`config.mk`:
```
export PLATFORM = sky130hd
export DESIGN_NAME = serial_pattern_tx
export DESIGN_NICKNAME = d
export VERILOG_FILES = /design/src/rtl/serial_pattern_tx.sv
export SDC_FILE = /design/constraint.sdc
export NUM_CORES = 1
export LEC_CHECK = 0
export ABC_AREA = 1
export CORE_MARGIN = 2
export CORE_UTILIZATION = 35
export CTS_CLUSTER_SIZE = 25
export DETAILED_ROUTE_END_ITERATION = 10
export PLACE_DENSITY = 0.65
export SLEW_MARGIN = 15
export SYNTH_ARGS = -nofsm -noshare
export SYNTH_HDL_FRONTEND = slang
export SYNTH_SLANG_ARGS = --single-unit
```
`constraint.sdc`:
```
create_clock -name clk -period 1.7 [get_ports clk]
set_clock_uncertainty 0.05 [all_clocks]
set_input_delay 0.255 -clock clk [delete_from_list [all_inputs] [get_ports clk]]
set_output_delay 0.255 -clock clk [all_outputs]
set_load 0.03 [all_outputs]
```
`src/rtl/serial_pattern_tx.sv`:
```
// serial_pattern_tx: latches a parallel pattern and shifts it out MSB-first on x,
// one bit per clock, with t high for every valid bit. The pattern is repeated
// repeat_n+1 times back-to-back. All outputs are registered.
// Optional feature macro: PARITY_EN adds one even-parity bit (state PAR) after
// every pass. When it is undefined, passes are WIDTH bits only.
module serial_pattern_tx #(
   parameter int unsigned WIDTH = 8,
   parameter int unsigned CNT_W = 4
) (
   input  logic             clk,
   input  logic             rst_n,
   input  logic             start,
   input  logic             abort,
   input  logic [WIDTH-1:0] pattern,
   input  logic [CNT_W-1:0] repeat_n,
   output logic             ready,
   output logic             busy,
   output logic             x,
   output logic             t,
   output logic             done
);

   localparam int unsigned IdxW = (WIDTH > 1) ? $clog2(WIDTH) : 1;
   localparam logic [IdxW-1:0] IdxTop = IdxW'(WIDTH - 1);

`ifdef PARITY_EN
   typedef enum logic [1:0] {StIdle, StShift, StPar} state_e;
`else
   typedef enum logic [0:0] {StIdle, StShift} state_e;
`endif

   state_e state_q, state_d;

   logic [WIDTH-1:0] pat_q, pat_d;
   // Remaining extra passes; tested for zero before decrementing so it never wraps.
   logic [CNT_W-1:0] pass_q, pass_d;
   // Index of the bit currently on x.
   logic [IdxW-1:0]  idx_q, idx_d;
   logic             x_q, x_d;
   logic             t_q, t_d;
   logic             busy_q, busy_d;
   logic             ready_q, ready_d;
   logic             done_q, done_d;

   logic            accept;
   logic            last_bit;
   logic            more_passes;
   logic [IdxW-1:0] idx_m1;

   assign accept      = start & ~abort;
   assign last_bit    = (idx_q == '0);
   assign more_passes = (pass_q != '0);
   assign idx_m1      = idx_q - IdxW'(1);

   // State register.
   always_ff @(posedge clk or negedge rst_n) begin
      if (!rst_n) begin
         state_q <= StIdle;
      end else begin
         state_q <= state_d;
      end
   end

   // Next-state logic.
   always_comb begin
      state_d = state_q;
      case (state_q)
         StIdle: begin
            if (accept) state_d = StShift;
         end
         StShift: begin
            if (abort) begin
               state_d = StIdle;
            end else if (last_bit) begin
`ifdef PARITY_EN
               state_d = StPar;
`else
               if (!more_passes) state_d = StIdle;
`endif
            end
         end
`ifdef PARITY_EN
         StPar: begin
            if (abort || !more_passes) state_d = StIdle;
            else                       state_d = StShift;
         end
`endif
         default: state_d = StIdle;
      endcase
   end

   // Output and datapath next values; outputs default to their idle values.
   always_comb begin
      pat_d   = pat_q;
      pass_d  = pass_q;
      idx_d   = idx_q;
      x_d     = 1'b0;
      t_d     = 1'b0;
      busy_d  = 1'b0;
      ready_d = 1'b1;
      done_d  = 1'b0;
      case (state_q)
         StIdle: begin
            if (accept) begin
               pat_d   = pattern;
               pass_d  = repeat_n;
               idx_d   = IdxTop;
               x_d     = pattern[WIDTH-1];
               t_d     = 1'b1;
               busy_d  = 1'b1;
               ready_d = 1'b0;
            end
         end
         StShift: begin
            if (abort) begin
               pass_d = '0;
               idx_d  = '0;
            end else if (!last_bit) begin
               idx_d   = idx_m1;
               x_d     = pat_q[idx_m1];
               t_d     = 1'b1;
               busy_d  = 1'b1;
               ready_d = 1'b0;
            end else begin
`ifdef PARITY_EN
               x_d     = ^pat_q;
               t_d     = 1'b1;
               busy_d  = 1'b1;
               ready_d = 1'b0;
`else
               if (more_passes) begin
                  pass_d  = pass_q - CNT_W'(1);
                  idx_d   = IdxTop;
                  x_d     = pat_q[WIDTH-1];
                  t_d     = 1'b1;
                  busy_d  = 1'b1;
                  ready_d = 1'b0;
               end else begin
                  done_d = 1'b1;
               end
`endif
            end
         end
`ifdef PARITY_EN
         StPar: begin
            if (abort) begin
               pass_d = '0;
               idx_d  = '0;
            end else if (more_passes) begin
               pass_d  = pass_q - CNT_W'(1);
               idx_d   = IdxTop;
               x_d     = pat_q[WIDTH-1];
               t_d     = 1'b1;
               busy_d  = 1'b1;
               ready_d = 1'b0;
            end else begin
               done_d = 1'b1;
            end
         end
`endif
         default: begin
            pass_d = '0;
            idx_d  = '0;
         end
      endcase
   end

   // Datapath and registered outputs.
   always_ff @(posedge clk or negedge rst_n) begin
      if (!rst_n) begin
         pat_q   <= '0;
         pass_q  <= '0;
         idx_q   <= '0;
         x_q     <= 1'b0;
         t_q     <= 1'b0;
         busy_q  <= 1'b0;
         ready_q <= 1'b1;
         done_q  <= 1'b0;
      end else begin
         pat_q   <= pat_d;
         pass_q  <= pass_d;
         idx_q   <= idx_d;
         x_q     <= x_d;
         t_q     <= t_d;
         busy_q  <= busy_d;
         ready_q <= ready_d;
         done_q  <= done_d;
      end
   end

   assign x     = x_q;
   assign t     = t_q;
   assign busy  = busy_q;
   assign ready = ready_q;
   assign done  = done_q;

endmodule

```
; ---- Word level (Yosys, flattened, before mapping)
; Index checks and enable logic that the tools add are counted.
[totals]
regBits = 19
output_inout_bits = 5
word_cells = 51
[op_classes]
addsub = 2
magnitude_cmp = 1
n_eq_ne = 4
n_mux = 29
n_bitwise = 3
reduce_logical = 5
[ops]
columns = cell, count
row1 = $mux 4, 4
row2 = $mux 1, 15
row3 = $mux 3, 4
row4 = $pmux 4 s2, 1
row5 = $ne 3x2->1 const B, 2
row6 = $pmux 1 s2, 3
row7 = $pmux 3 s2, 1
row8 = $lt 3x4->1 const B, 1
row9 = $ne 4x3->1 const B, 1
row10 = $reduce_and 2->1, 2
row11 = $reduce_bool 4->1, 1
row12 = $sub 4x1->4 const B, 1
row13 = $bmux 1 s3, 1
row14 = $logic_not 3->1, 1
row15 = $reduce_and 3->1, 1
row16 = $sub 3x1->3 const B, 1
row17 = $ne 2x2->1 const B, 1
row18 = $not 1->1, 2
row19 = $and 1x1->1, 1

; ---- Longest topological paths before layout
; Gate-level depths: netlist of run 1.
[logic_depth]
depth_word = 6
depth_mapped = 9
depth_no_buf = 9

; ---- Worst setup path before layout of run 1
; OpenSTA, ideal clock, no wires.
[synth_timing]
path_type = register to register
from = reg, netlist name busy
to = reg pass_q[3]
t_arrival_ns = 1.267
path_slack_ns = 0.255
stages_incl_launch_ff = 8
n_path_buf = 0
synth_period_minus_slack_ns = 1.445
cell_sequence = dfrtp_1 inv_2 nor2_4 inv_2 o21ai_1 a21oi_2 nand2_1 o21ai_1
[synth_lines]
columns = element, line
row1 = "end signal, assigned", 181  ; pass_q <= pass_d;
row2 = "end, declared", 36  ; logic [CNT_W-1:0] pass_q, pass_d;

; ---- Worst setup path in the final report of run 1
[layout_timing]
from = reg done_q (netlist: done)
to = out done
[layout_lines]
columns = element, line
row1 = "start, declared", 43  ; logic done_q, done_d;
row2 = "start signal, assigned", 187  ; done_q <= done_d;
row3 = "end, declared", 20  ; output logic done
; No word-level cell between the ends.

==> results of run 1 <==
-- routing by layer --
metal	part of all wire [%]	wire, um	global-route usage (%)
met1	47	948	19.7
met2	45	905	22.0
met3	6.7	135	5.90
met4	0.65	13	2.99
met5	0	0	0
-- layout make-up --
| class | count | area share (%) |
|---|---|---|
| inverters | 21 | 6.25 |
| clock buffers | 3 | 1.79 |
| clock inverters | 1 | 0.397 |
| repair buffers | 24 | 18.0 |
| multi-input cells | 82 | 32.7 |
| well taps | 31 | 3.08 |
| flip-flops and latches | 19 | 37.8 |
-- worst max-delay path by stage --
stage | slack [ns] | start | to | cells after the start
5_1_grt | 0.03 | done$_DFF_PN0_ | done | 1
6_report | 0.09 | done$_DFF_PN0_ | done | 1
2_1_floorplan | 0.25 | busy$_DFF_PN0_ | pass_q[3]$_DFFE_PN0P_ | 7
3_3_place_gp | 0.09 | abort | pass_q[0]$_DFFE_PN0P_ | 8
3_5_place_dp | 0.03 | abort | pass_q[3]$_DFFE_PN0P_ | 8
4_1_cts | 0.07 | done$_DFF_PN0_ | done | 1
-- metrics by stage --
| stage | hold WS (ns) | utilization (%) |
|---|---|---|
| finish | 0.223 | 46.5 |
| global route | 0.225 | 46.5 |
| CTS | 0.219 | 46.5 |
| detailed placement | 0.460 | 45.7 |
| global placement | 0.446 | 45.7 |
| floorplan | -0.0906 | - |
-- Yosys cell counts --
library cell	number	area, sq um
o21ai_0	12	60.1
inv_1	18	67.6
nor2_4	1	11.3
xnor2_1	1	8.76
inv_2	3	11.3
ha_1	3	37.5
dfstp_2	1	26.3
mux2_2	1	11.3
a22oi_1	1	7.51
nand3_1	8	40.0
o21ai_1	6	30.0
buf_4	1	7.51
buf_2	1	5.00
dfrtp_1	18	450
nor2_1	4	15.0
nor2_2	1	6.26
a21oi_2	1	8.76
nand2_1	36	135
nand3b_1	1	7.51
xor2_1	1	8.76
a21oi_1	5	25.0
-- state kept, by name, summed over array words and instances, names as in the netlist --
name and count:
pat_q 8, pass_q 4, idx_q 3, busy 1, done 1, ready 1, x 1
-- report_power, final --
part	total [mW]	leakage, nW	switching [mW]	internal [mW]
Clock	0.235	0.0177	0.147	0.0877
Sequential	0.604	0.232	0.0500	0.554
Combinational	0.547	0.381	0.317	0.230
Total	1.39	0.631	0.515	0.872
-- layout by cell type (no fill, tap or decap) --
cell type | synthesis | routed
nand2_1 | 36 | 36
inv_1 | 18 | 18
dfrtp_1 | 18 | 18
clkdlybuf4s50_1 | 0 | 17
o21ai_0 | 12 | 12
nand3_1 | 8 | 8
o21ai_1 | 6 | 6
a21oi_1 | 5 | 5
nor2_1 | 4 | 4
buf_4 | 1 | 4
inv_2 | 3 | 3
ha_1 | 3 | 3
clkbuf_4 | 0 | 3
dlygate4sd2_1 | 0 | 3
nor2_4 | 1 | 1
nor2_2 | 1 | 1
xnor2_1 | 1 | 1
nand3b_1 | 1 | 1
xor2_1 | 1 | 1
a21oi_2 | 1 | 1
mux2_2 | 1 | 1
a22oi_1 | 1 | 1
clkinv_2 | 0 | 1
dfstp_2 | 1 | 1
-- logic make-up (layout without fill, tap and decap cells) --
logic type      Yosys count  in the layout  synth area share (%)
compound gates           25             25                  13.4
buf+inv                  23             49                  9.31
mux                       1              1                  1.15
xor+xnor                  2              2                  1.79
fa+ha+maj                 3              3                  3.83
simple gates             51             51                  21.9
flops                    19             19                  48.6
-- timing repair --
item,4_1_cts,5_1_grt
setup endpoints to repair,3,0
resized for setup,3,0
hold buffers,0,0
==> results by group, run 1 <==
Clock network
  • CTS buffer count: 3
  • Setup repair bufs after CTS: 0
  • Clock slew at reported path FFs: 0.11 ns
  • Max H-tree Level: 1
  • TritonCTS clock tree: done
  • # clock sinks: 19
  • CTS Buffer Depth: 2
  • Worst-Skew Late Latency: 0.30 ns
  • Root Driver: clkbuf_4

STA
  • Worst Tran Pin Value: 0.306 ns
  • Final setup violation count: 0
  • Max_slew headroom: 79.6%
  • RSZ-0062 raised after global routing: no
  • Final setup margin: 0.0948 ns
  • Tmin final: 1.61 ns
  • Setup TNS: 0 ns
  • Final Cycle Share: 94.4%
  • Final Max Tran Viols: 0
  • Hold Violations, Final: 0
  • Fmax: 0.623 GHz

Global route
  • Global-route wire length before repair: 3.65 mm
  • Tot GR Track Use: 14.5%
  • Grt total ovfl: 0
  • Vias in the first global route: 828
  • Initial antenna violation count: 0
  • Largest net degree at the start of global routing: 20

Finish
  • Multi-input gate area: 413 sq um
  • Layout Cells excl Fill: 181
  • Nets: 170
  • Final-layout fill cell count: 302
  • Layout area overhead: 28.6%
  • Layout cells sized above 1: 10.7%
  • Final Cell Area: 1260 sq um
  • Diode count: 0
  • Flip-flop and latch area: 477 sq um

Outcome
  • Status: complete, no violations

Placement
  • Placed cell count: 177
  • Hpwl dp: 1.53 mm
  • Placed cell areas: 1240 sq um
  • Pre-CTS WS: 0.0321 ns
  • Final GP Congestion: 0.853
  • I/O Buffers: 20

Routing
  • DRC: 0
  • DR WL/cell: 11.1 um
  • DR iter-0 viols: 32
  • Drt pass-1 iters: 4
  • Routed via count: 860
  • Post-DR vias/cell: 4.75
  • Drt total wl: 2.00 mm
  • Post-detailed-route count of antenna-violating nets: 0

Worst setup path
  • Critical Path Max Stage Delay: 0.66 ns
  • Delay-heaviest family, CP: buffers and inverters
  • R2R depth: 7
  • Setup crit end kind: primary output
  • Critical R2R Launch: pass_q[0]$_DFFE_PN0P_
  • Worst path required time: 1.39 ns
  • Crit path buf inv count: 1
  • Startpoint types: register
  • Reg2reg setup slack: 0.25 ns
  • Critical-path cell list: clkdlybuf4s50_1
  • WS Path Type: reg -> out
  • Crit-path max FO: 1
  • RR Endpoint: busy$_DFF_PN0_
  • Critical-path top delay cell: clkdlybuf4s50_1
  • Worst Path Arrival: 1.30 ns

Synthesis
  • Syn. warnings: 0
  • Syn Nets: 143
  • Post-Synthesis Cells: 124
  • Post-Syn Area per Cell: 7.91 sq um
  • Number of synthesized register bits: 19
  • Post-Syn Area: 981 sq um
  • Library cells used by synthesis: 21
  • Sequential share of the synthesized area: 48.6%

Power
  • Worst IR drop on VDD: 690 uV
  • Leak pwr: 0.631 nW
  • Power Density: 1100 nW/um^2
  • Overall power: 1.39 mW

Job
  • Max Cap Viol: 0

Floorplan
  • Core area: 2710 sq um
  • Die span in x: 56.9 um
  • Std cell rows: 19
  • DIE HEIGHT: 56.9 um
  • Starting density of the core: 36.2%
  • I/O pins: 21
  • Full die area: 3240 sq um

Worst hold path
  • Hold crit path type: in -> async
No activity file was read; power rests on OpenSTA's default activity.
==> run 2, diff against run 1 <==
- DONT_BUFFER_PORTS: not set -> 1
- PLACE_DENSITY: 0.65 -> 0.55
==> results by group, run 2 (synthesis gave the netlist of run 1 again) <==
Finish
  • Commonest non-fill, non-tap cell in the layout: nand2_1 (unchanged)
  • Most frequent cells in the layout: nand2_1 (36), inv_1 (18), dfrtp_1 (18), o21ai_0 (12), nand3_1 (8) (was nand2_1 (36), inv_1 (18), dfrtp_1 (18), clkdlybuf4s50_1 (17), o21ai_0 (12))
  • Most flops, register: pat_q (unchanged)
  • Final-layout fill cell count: 297 (was 302)
  • Biggest regs: pat_q (8), pass_q (4), idx_q (3) (unchanged)
  • Multi-input gate area: 413 sq um (unchanged)
  • Largest register FFs: 8 (unchanged)
  • Final Cell Area: 1070 sq um (was 1260 sq um)
  • Diode count: 0 (unchanged)
  • Layout area overhead: 8.67% (was 28.6%)
  • Flip-flop and latch area: 477 sq um (unchanged)
  • Nets: 150 (was 170)
  • Layout cells sized above 1: 10.8% (was 10.7%)

Power
  • Power Density: 1230 nW/um^2 (was 1100 nW/um^2)
  • Worst IR drop on VDD: 545 uV (was 690 uV)
  • Leak pwr: 0.545 nW (was 0.631 nW)
  • Overall power: 1.31 mW (was 1.39 mW)

Clock network
  • Hold-fix buffers, CTS: 1 (was 0)
  • Post-CTS Resized: 0 (was 3)
  • Clock slew at reported path FFs: 0.11 ns (about the same)
  • CTS Buffer Depth: 2 (unchanged)
  • Max H-tree Level: 1 (unchanged)
  • Root Driver: clkbuf_4 (unchanged)
  • Worst-Skew Late Latency: 0.29 ns (was 0.30 ns)
  • Setup repair bufs after CTS: 0 (unchanged)
  • CTS buffer count: 3 (unchanged)
  • TritonCTS clock tree: done (unchanged)
  • # clock sinks: 19 (unchanged)

Routing
  • Uppermost layer routed: met4 (unchanged)
  • Post-DR vias/cell: 4.75 (about the same)
  • DR WL/cell: 11.3 um (was 11.1 um)
  • Met1 wire length: 909 um (was 948 um)
  • Drt total wl: 1.83 mm (was 2.00 mm)
  • Routed wl met2: 771 um (was 905 um)
  • DRC: 0 (unchanged)
  • DR iter-0 viols: 9 (was 32)
  • Post-detailed-route count of antenna-violating nets: 0 (unchanged)
  • Routed via count: 764 (was 860)
  • Wire length on met3: 125 um (was 135 um)
  • Drt pass-1 iters: 4 (unchanged)

Worst setup path
  • Crit-path max FO: 6 (was 1)
  • RR Endpoint: x$_DFF_PN0_ (was busy$_DFF_PN0_)
  • Setup crit end kind: register (was primary output)
  • Reg2reg setup slack: 0.22 ns (was 0.25 ns)
  • WS Path Type: reg -> reg (was reg -> out)
  • Worst Path Arrival: 1.67 ns (was 1.30 ns)
  • Worst path required time: 1.89 ns (was 1.39 ns)
  • Critical R2R Launch: idx_q[0]$_DFFE_PN0P_ (was pass_q[0]$_DFFE_PN0P_)
  • R2R depth: 8 (was 7)
  • Startpoint types: register (unchanged)

STA
  • Hold Violations, Final: 0 (unchanged)
  • Tmin final: 1.48 ns (was 1.61 ns)
  • Final Max Tran Viols: 0 (unchanged)
  • Final Cycle Share: 87.0% (was 94.4%)
  • Final setup violation count: 0 (unchanged)
  • Worst Tran Pin Value: 0.828 ns (was 0.306 ns)
  • RSZ-0062 raised after global routing: no (unchanged)
  • Max_slew headroom: 44.6% (was 79.6%)
  • Fmax: 0.676 GHz (was 0.623 GHz)
  • Setup TNS: 0 ns (unchanged)

Global route
  • Largest net degree at the start of global routing: 20 (unchanged)
  • Global-route wire length before repair: 3.16 mm (was 3.65 mm)
  • Vias in the first global route: 725 (was 828)
  • Grt total ovfl: 0 (unchanged)
  • Initial antenna violation count: 0 (unchanged)
  • Tot GR Track Use: 12.6% (was 14.5%)

Worst hold path
  • Min-Delay Path Depth: 2
  • Hold crit path type: in -> reg (was in -> async)
  • Sink of the worst hold path: pat_q[6]$_DFFE_PN0P_
  • HP Start: pattern[6]

Floorplan
  • Full die area: 3240 sq um (unchanged)
  • Std cell rows: 19 (unchanged)
  • Core area: 2710 sq um (unchanged)
  • I/O pins: 21 (unchanged)
  • DIE HEIGHT: 56.9 um (unchanged)
  • Starting density of the core: 36.2% (unchanged)
  • Die span in x: 56.9 um (unchanged)

Placement
  • I/O Buffers: 0 (was 20)
  • Final GP Congestion: 0.828 (was 0.853)
  • Hpwl dp: 1.40 mm (was 1.53 mm)
  • Placed cell areas: 1030 sq um (was 1240 sq um)

Outcome
  • Status: complete, no violations (unchanged)

Job
  • Max Cap Viol: 0 (unchanged)
## run 2: layout make-up
class	instances	area share, %
Inverter	21	7.39
Clock buffer	4	2.46
Timing Repair Buffer	4	3.05
Sequential cell	19	44.7
Tap cell	31	3.64
Multi-Input combinational cell	82	38.7
## run 2: worst max-delay path: stages, from the launching register on
cell      delay (ns)
dfrtp_1         0.39
inv_1           0.15
ha_1            0.31
nand3b_1        0.18
nand3_1         0.07
nand3_1         0.08
nand2_1         0.06
nand2_1         0.05
nand2_1         0.07
## run 2: worst max-delay path by stage
stage | startpoint | endpoint | slack [ns]
global route | idx_q[0]$_DFFE_PN0P_ | pass_q[2]$_DFFE_PN0P_ | 0.05
detailed placement | idx_q[0]$_DFFE_PN0P_ | x$_DFF_PN0_ | 0.24
floorplan | busy$_DFF_PN0_ | pass_q[3]$_DFFE_PN0P_ | 0.25
finish | idx_q[0]$_DFFE_PN0P_ | x$_DFF_PN0_ | 0.22
global placement | idx_q[0]$_DFFE_PN0P_ | x$_DFF_PN0_ | 0.25
CTS | idx_q[0]$_DFFE_PN0P_ | x$_DFF_PN0_ | 0.21
## run 2: power by group
part           switching (mW)  internal [mW]  leakage [nW]
logic                   0.287          0.180         0.298
clock network           0.136         0.0914        0.0150
registers              0.0642          0.554         0.232
## run 2: through the flow
step	setup slack (ns)	hold WS, ns	util, %	std cells
floorplan	0.255	-0.0906	-	124
global placement	0.249	-0.0901	38.0	156
detailed placement	0.241	-0.0900	38.0	156
CTS	0.207	0.0144	39.3	161
global route	0.0514	0.0207	39.3	161
finish	0.221	0.0258	39.3	161
## run 2: layer usage
| metal | up-vias | GRT usage [%] |
|---|---|---|
| li1 | 405 | - |
| met1 | 339 | 15.8 |
| met2 | 18 | 19.4 |
| met3 | 2 | 5.22 |
| met4 | 0 | 4.98 |
| met5 | - | 0 |
==> run 3, diff against run 2 <==
- ABC_CLOCK_PERIOD_IN_PS: not set -> 1700
==> results of run 3 <==
Final layout, timing and power as in run 2 (identical DEF).
